--- src/rtl/proc_pkg.sv ---
// Shared definitions for the proc instruction store: opcode values,
// instruction word field layout and the issue-side state encoding.
package proc_pkg;

    localparam logic [1:0] OP_ADD = 2'd1;

    localparam int WORD_W = 8;
    localparam int OP_HI  = 7;
    localparam int OP_LO  = 6;
    localparam int RD_HI  = 5;
    localparam int RD_LO  = 4;
    localparam int RS1_HI = 3;
    localparam int RS1_LO = 2;
    localparam int RS2_HI = 1;
    localparam int RS2_LO = 0;

    typedef enum logic [1:0] {
        IDLE   = 2'd0,
        ACTIVE = 2'd1,
        FLUSH  = 2'd2
    } issue_state_e;

endpackage

--- src/rtl/proc_insn_pack.sv ---
// Combinational packer: places decoded fields at the bit positions the core
// extracts them from, and flags whether the opcode is one the core executes.
module proc_insn_pack
    import proc_pkg::*;
#(
    parameter logic [1:0] LEGAL_OP = OP_ADD
) (
    input  logic [1:0]        op,
    input  logic [1:0]        rd,
    input  logic [1:0]        rs1,
    input  logic [1:0]        rs2,
    output logic [WORD_W-1:0] word,
    output logic              legal
);

    always_comb begin
        word                = '0;
        word[OP_HI:OP_LO]   = op;
        word[RD_HI:RD_LO]   = rd;
        word[RS1_HI:RS1_LO] = rs1;
        word[RS2_HI:RS2_LO] = rs2;
    end

    assign legal = (op == LEGAL_OP);

endmodule

--- src/rtl/proc_insn_issue.sv ---
// Writer side of the proc instruction store: accepts decoded instructions,
// writes packed words at a wrapping pointer and tracks occupancy vs. retirement.
module proc_insn_issue #(
    parameter int         AW     = 8,
    parameter logic [1:0] OP_ADD = proc_pkg::OP_ADD,
    parameter int         CNT_W  = 8
) (
    input  logic             clk,
    input  logic             rst,
    input  logic             req_valid,
    output logic             req_ready,
    input  logic [1:0]       req_op,
    input  logic [1:0]       req_rd,
    input  logic [1:0]       req_rs1,
    input  logic [1:0]       req_rs2,
    input  logic             core_step,
    input  logic             flush,
    output logic             ir_we,
    output logic [AW-1:0]    ir_waddr,
    output logic [7:0]       ir_wdata,
    output logic [AW:0]      count,
    output logic             full,
    output logic             empty,
    output logic             illegal,
    output logic             underflow,
    output logic             flush_done,
    output logic [CNT_W-1:0] issued
);
    import proc_pkg::*;

    localparam logic [AW:0] DEPTH = {1'b1, {AW{1'b0}}};

    function automatic logic [CNT_W-1:0] sat_inc(input logic [CNT_W-1:0] v);
        return (&v) ? v : v + CNT_W'(1);
    endfunction

    issue_state_e state_q, state_d;

    logic [AW-1:0]     wptr, rptr;
    logic [WORD_W-1:0] word_p0;
    logic              legal_p0;
    logic              accept_p0;
    logic              inc_p0, dec_p0;

    proc_insn_pack #(
        .LEGAL_OP(OP_ADD)
    ) u_pack (
        .op   (req_op),
        .rd   (req_rd),
        .rs1  (req_rs1),
        .rs2  (req_rs2),
        .word (word_p0),
        .legal(legal_p0)
    );

    assign full      = (count == DEPTH);
    assign empty     = (count == '0);
    assign accept_p0 = req_valid && req_ready;
    assign inc_p0    = accept_p0 && legal_p0;
    assign dec_p0    = core_step && !empty;

    // A flush may only finish once the last accepted write has landed.
    always_comb begin
        state_d    = state_q;
        flush_done = 1'b0;
        req_ready  = !full && (state_q != FLUSH);
        unique case (state_q)
            IDLE:    if (req_valid) state_d = ACTIVE;
            ACTIVE:  if (flush) state_d = FLUSH;
            FLUSH: begin
                if (empty && !ir_we) begin
                    state_d    = IDLE;
                    flush_done = 1'b1;
                end
            end
            default: state_d = IDLE;
        endcase
    end

    // p0 -> p1: accepted request becomes a registered array write
    always_ff @(posedge clk) begin
        if (!rst) begin
            state_q   <= IDLE;
            wptr      <= '0;
            rptr      <= '0;
            count     <= '0;
            issued    <= '0;
            underflow <= 1'b0;
            ir_we     <= 1'b0;
            illegal   <= 1'b0;
            ir_waddr  <= '0;
            ir_wdata  <= '0;
        end else begin
            state_q <= state_d;
            ir_we   <= inc_p0;
            illegal <= accept_p0 && !legal_p0;
            if (inc_p0) begin
                ir_waddr <= wptr;
                ir_wdata <= word_p0;
                wptr     <= wptr + AW'(1);
                issued   <= sat_inc(issued);
            end
            if (dec_p0) rptr <= rptr + AW'(1);
            if (core_step && empty) underflow <= 1'b1;
            count <= count + {{AW{1'b0}}, inc_p0} - {{AW{1'b0}}, dec_p0};
        end
    end

    always_ff @(posedge clk) begin
        if (rst) assert (count[AW-1:0] == wptr - rptr);
    end

endmodule
--- config.mk ---
export PLATFORM = sky130hd
export DESIGN_NAME = proc_insn_issue
export DESIGN_NICKNAME = d
export VERILOG_FILES = /design/src/rtl/proc_pkg.sv /design/src/rtl/proc_insn_pack.sv /design/src/rtl/proc_insn_issue.sv
export SDC_FILE = /design/constraint.sdc
export NUM_CORES = 1
export LEC_CHECK = 0
export BUFFER_PORTS_ARGS = -buffer_cell sky130_fd_sc_hd__buf_2
export CORE_MARGIN = 2
export CORE_UTILIZATION = 25
export DETAILED_ROUTE_END_ITERATION = 8
export HOLD_SLACK_MARGIN = 0.15
export REMOVE_ABC_BUFFERS = 1
export SLEW_MARGIN = 20
export SYNTH_ARGS = -nofsm -noshare
export SYNTH_HDL_FRONTEND = slang
export SYNTH_SLANG_ARGS = --single-unit
--- constraint.sdc ---
create_clock -name clk -period 4.6 [get_ports clk]
set_clock_uncertainty 0.2 [all_clocks]
set_input_delay 0.46 -clock clk [delete_from_list [all_inputs] [get_ports clk]]
set_output_delay 0.46 -clock clk [all_outputs]
set_load 0.01 [all_outputs]
== Word level (Yosys, flattened, before mapping) ==
Cells that the tools add are included.
Widths: inputs -> output; s select.
Operators by class
  $add $sub $neg: 4
  eq/ne operators: 8
  muxes and demuxes: 6
  bitwise gates (word level): 1
  reductions and logical operators: 16
Operators with widths (count)
  $add 8x1->8 const B: 2
  $add 9x1->9: 1
  $eq 9x9->1 const B: 1
  $logic_not 9->1: 1
  $sub 9x1->9: 1
  $ne 2x2->1 const B: 4
  $reduce_and 8->1: 1
  $logic_and 1x1->1: 7
  $mux 2: 3
  $pmux 2 s3: 1
  $eq 2x1->1 const B: 2
  $logic_not 1->1: 4
  $reduce_and 3->1: 1
  $eq 2x2->1 const B: 1
  $logic_not 2->1: 1
  $mux 1: 2
  $reduce_and 2->1: 1
  $not 1->1: 1
Storage, ports and cells
  register bits: 46
  input bits: 13
  output and inout bits: 40
  word-level logic and storage cells: 44

== Longest topological paths before layout ==
  depth in word-level cells: 7
  gate-level depth with buffers: 15
  gate-level depth less buffers: 14

== Modules after synthesis ==
A second synthesis with hierarchy kept.
Second synthesis, totals
  cells, all modules: 276
  area total of the unflattened synthesis: 2323.5 um^2
By module, submodules not included
  proc_insn_issue: instances 1, cells an instance 267, area each 2249.7 um^2, seq. area each 920.9 um^2
  proc_insn_pack: instances 1, cells an instance 9, area each 73.8 um^2, seq. area each 0.0 um^2

== Least setup slack after synthesis ==
Ideal clock, no wire load.
  kind: register -> register
  from: reg count[2]
  to: reg count[8]
  setup time: 0.121 ns
  arrival: 2.984 ns
  data required time: 4.279 ns
  path slack: 1.295 ns
  cell stages (with the launch flop): 16
  buffers on the path: 1
  clock period less this slack: 3.305 ns
  cell sequence: dfxtp_1 > inv_1 > ha_1 > nand4b_4 > o211ai_4 > buf_6 > nor2_4 > inv_2 > ha_1 > inv_1 > ha_1 > fa_1 > a211o_1 > a31oi_1 > o31ai_1 > mux2_4
On the way
  cells in the longest elaborated chain, start to end: 7
  elaborated cells between the ends (all ways): 10
  those cells by class: 2 x add/sub; 1 x eq/ne; 7 x reduce/logical
RTL lines
  from (decl): line proc_insn_issue.sv:21  | output logic [AW:0] count,
  from (signal assigned): line proc_insn_issue.sv:105  | count <= count + {{AW{1'b0}}, inc_p0} - {{AW{1'b0}}, dec_p0};
  $eq 9x9->1: line proc_insn_issue.sv:56  | assign full = (count == DEPTH);
  $logic_not 1->1: line proc_insn_issue.sv:66  | req_ready = !full && (state_q != FLUSH);
  $logic_and 1x1->1: line proc_insn_issue.sv:66
  $logic_and 1x1->1: line proc_insn_issue.sv:58  | assign accept_p0 = req_valid && req_ready;
  $logic_and 1x1->1: line proc_insn_issue.sv:59  | assign inc_p0 = accept_p0 && legal_p0;
  $add 9x1->9: line proc_insn_issue.sv:105
  $sub 9x1->9 *: line proc_insn_issue.sv:105
Every way passes the cells marked *; elsewhere a longest branch is shown, timed or not.
A chain may end at the register's enable or synchronous reset.

== Worst setup path after layout ==
  from: reg count[6]
  to: reg count[6]
The elaborated chain is that of the path after synthesis.

==> metrics list <==
- After routing, the total negative slack on setup checks comes to 0 ps.
- Htree depth: 2
* Proportion of register bits with asynchronous set or reset after synthesis: 0%
- The repair_antennas step left the layout with diodes totalling 0.
- First-pass DRT Iterations: 4
- Worst slew margin relative to its limit: 50.1%
- Clock-pin slew was measured on the worst setup and hold paths at 90 ps.
- Clock latency on the worst-skew pair, taken at its later pin, is 310 ps.
* Gate count of the mapped netlist: approximately 280
- The number of gates resized after CTS was 0.
* Most frequent CP cell: ha_1
- The number of global-route vias before repair was just over 2000.
- VDD sags by at most 0.138 mV.
* Period minus WS final: 3400 ps
- In the post-synthesis netlist, the biggest area contributors are dfxtp_1 (36%), ha_1 (6.9%), nand3_1 (4.7%).
- Yosys mapped the design onto 64 distinct sky130hd cell types.
* CTS Hold Bufs: 0
* Final antenna-violating net count: 0
- For the worst setup path, the data required time is approximately 4600 ps.
* Global-route wire length before repair: 9870 um
* Die Area: 0.0110 mm2
- Critical-path maximum fanout: 4
* Transition at the pin with the smallest max-transition slack: between 700 and 800 ps
* Worst setup path class: flop to flop
- After detailed routing, the average wire length per cell comes to 12.8 um.
- After the first detailed-routing iteration, the DRC count stood at 102.
- CORE AREA: a little under 0.01 mm2
- Commonest register cell after synthesis: dfxtp_1
- Yosys printed 0 warnings.
- Initial core utilization: around a quarter
- Top cell types by occurrence after synthesis: dfxtp_1 (46), nand3_1 (24), a21oi_1 (17)
- TritonCTS clock tree: built
* Max cap viols: 0
- Among all cell types in the netlist, the one instantiated most often is dfxtp_1.
* Area added between synthesis and finish: 16.5%
* Portion of synthesized cell area occupied by the leading cell type: a little over a third
* Count of buffer and inverter cells on the critical path: 2
- Averaged over all synthesized cells, the footprint is 9.26 um2.
- The share of the Yosys chip area taken by registers is about 36%.
- Vias per Instance: 4.76
- Seq. cell area: ~920 um2
- Highest clock rate: roughly 0.29 GHz
- The final count of pins violating max slew was 0.
- Final core utilization: 30.2%
* Number of CTS-inserted buffers: 5
* Count of buffers from port buffering: 52
- After global routing the overflow that remains totals 0.
- Number of enable flip-flop cells after synthesis: 0
- CP endpoint kind: flop
- Cell taking the most area after synthesis: dfxtp_1
- The worst setup path is launched from a flop.
- Count of clock tree sinks: 46
* Placer congestion estimate: 0.797
* Outcome: complete, no violations
- The final critical path takes up 73.9% of the cycle.
* Via Count: ~2200
* Final hold violation count: 0
* Unrepaired setup endpoints after global routing: false
- Measured along the y axis, the die boundary spans 105 um.
- For this design, the slowest cell found on the critical path is fa_1.
- Detailed placement ended at an HPWL of 4170 um.
- Total global routing track utilization: between 10 and 15%
* Cells along the critical path: inv_1 -> ha_1 -> nor2b_1 -> nand4b_1 -> and2_1 -> ha_1 -> inv_1 -> ha_1 -> fa_1 -> a211o_1 -> a31oi_1 -> mux2i_1 -> o221ai_1
* Top cell family by delay on the critical path: adder cells
- Post-CTS setup repair buffer count: 0
- Cell area after synthesis: 0.00255 mm2
* Die boundary width: 105 um
* Antenna violations before repair: 0
- Area of the multi-input gates: between 0.001 and 0.0015 mm2
- Setup violations remaining at the end of the flow were counted as 0.
- Classification of the worst-slack hold path: input port to flop
- Data arrival time at the worst-slack endpoint: 3380 ps
- Register bit count reported by yosys: 46
- Layout cell share with drive strength beyond 1: 30.2%
* Number of fillers in the final layout: 1090
* Post-detailed-routing wire length: a little under 6000 um
- Buffer depth of the longest clock path: 2
- For this design the static power due to leakage is ~1.2 nW.
- In this run the count of I/O pins placed on the die edge is 53.
- The tree is rooted in a clkbuf_8.
* Power per standard cell area: 466 mW/mm2
- Number of remaining DRC errors: 0
- The final layout contains 348 nets.
* Crit-path max cell delay: 430 ps
* Site row count: 36
- Entering global routing, the biggest net connects 38 pins.
cells in the final DEF (no fill, tap or decap), types with 6 or more instances in the layout:
cell type	instances
buf_2	52
dfxtp_1	46
nand3_1	24
a21oi_1	17
ha_1	14
nor2_1	13
inv_1	12
o21ai_0	11
nand2_1	10
a21oi_2	10
nand2b_1	7
mux2i_1	7
o21ai_2	7
and2_1	6
worst paths after layout:
kind / start / end / slack (ps) / cells past startpoint
max reg2reg: count[6] / count[6] / 1200 / 13
min: flush / state_q[0] / 180 / 2
min reg2reg: underflow / underflow / 270 / 2
max: count[6] / count[6] / 1200 / 13
cells by family (layout without fill, tap and decap cells):
group                    count (synthesis)  in the layout  synth area share [%]
multiplexers                             8              8                  3.34
XOR/XNOR                                 3              3                  1.03
flip-flops                              46             46                  36.1
buffers and inverters                   29             75                  6.29
adder cells (fa/ha/maj)                 15             15                  7.66
AO/OA/AOI/OAI                           75             75                  22.2
AND/OR/NAND/NOR                         99             99                  23.3
report_power, final:
part	leakage [nW]	switching [W]	internal [W]
logic	0.775	0.000351	0.000282
clock network	0.0408	0.000155	0.000109
registers	0.375	0.0000407	0.000443
stage by stage:
stage                     cells  hold slack [ps]  power [W]  instance area [um2]  setup slack, ps
after detailed placement    446              252    0.00113                 2870             1200
after floorplan             260              222   0.000974                 2440             1090
after CTS                   454              166    0.00140                 2970             1170
after global routing        454              177    0.00150                 2970              921
after global placement      446              234    0.00112                 2870             1240
final                       454              175    0.00138                 2970             1200
per-layer routing:
layer / GRT usage (%) / vias to the layer above / wire length [um]
met1: 14.5 / 1011 / 2860
li1: - / 1099 / -
met5: 0 / - / 0
met4: 3.14 / 0 / 72
met3: 3.87 / 5 / 404
met2: 16.4 / 46 / 2480
area by class of cell:
class                      instances  share of cell area [%]
multi-input combinational        200                    49.4
sequential                        46                    31.0
timing repair buffer              53                    9.03
tap                              133                    5.61
clock buffer                       5                    2.32
inverter                          14                    1.77
clock inverter                     3                   0.801
sequential cells by signal, summed over array words and instances, names as in the netlist:
signal     count
state_q        2
illegal        1
count          9
issued         8
ir_wdata       8
wptr           8
ir_we          1
ir_waddr       8
underflow      1
No activity file was read; power rests on OpenSTA's default activity.
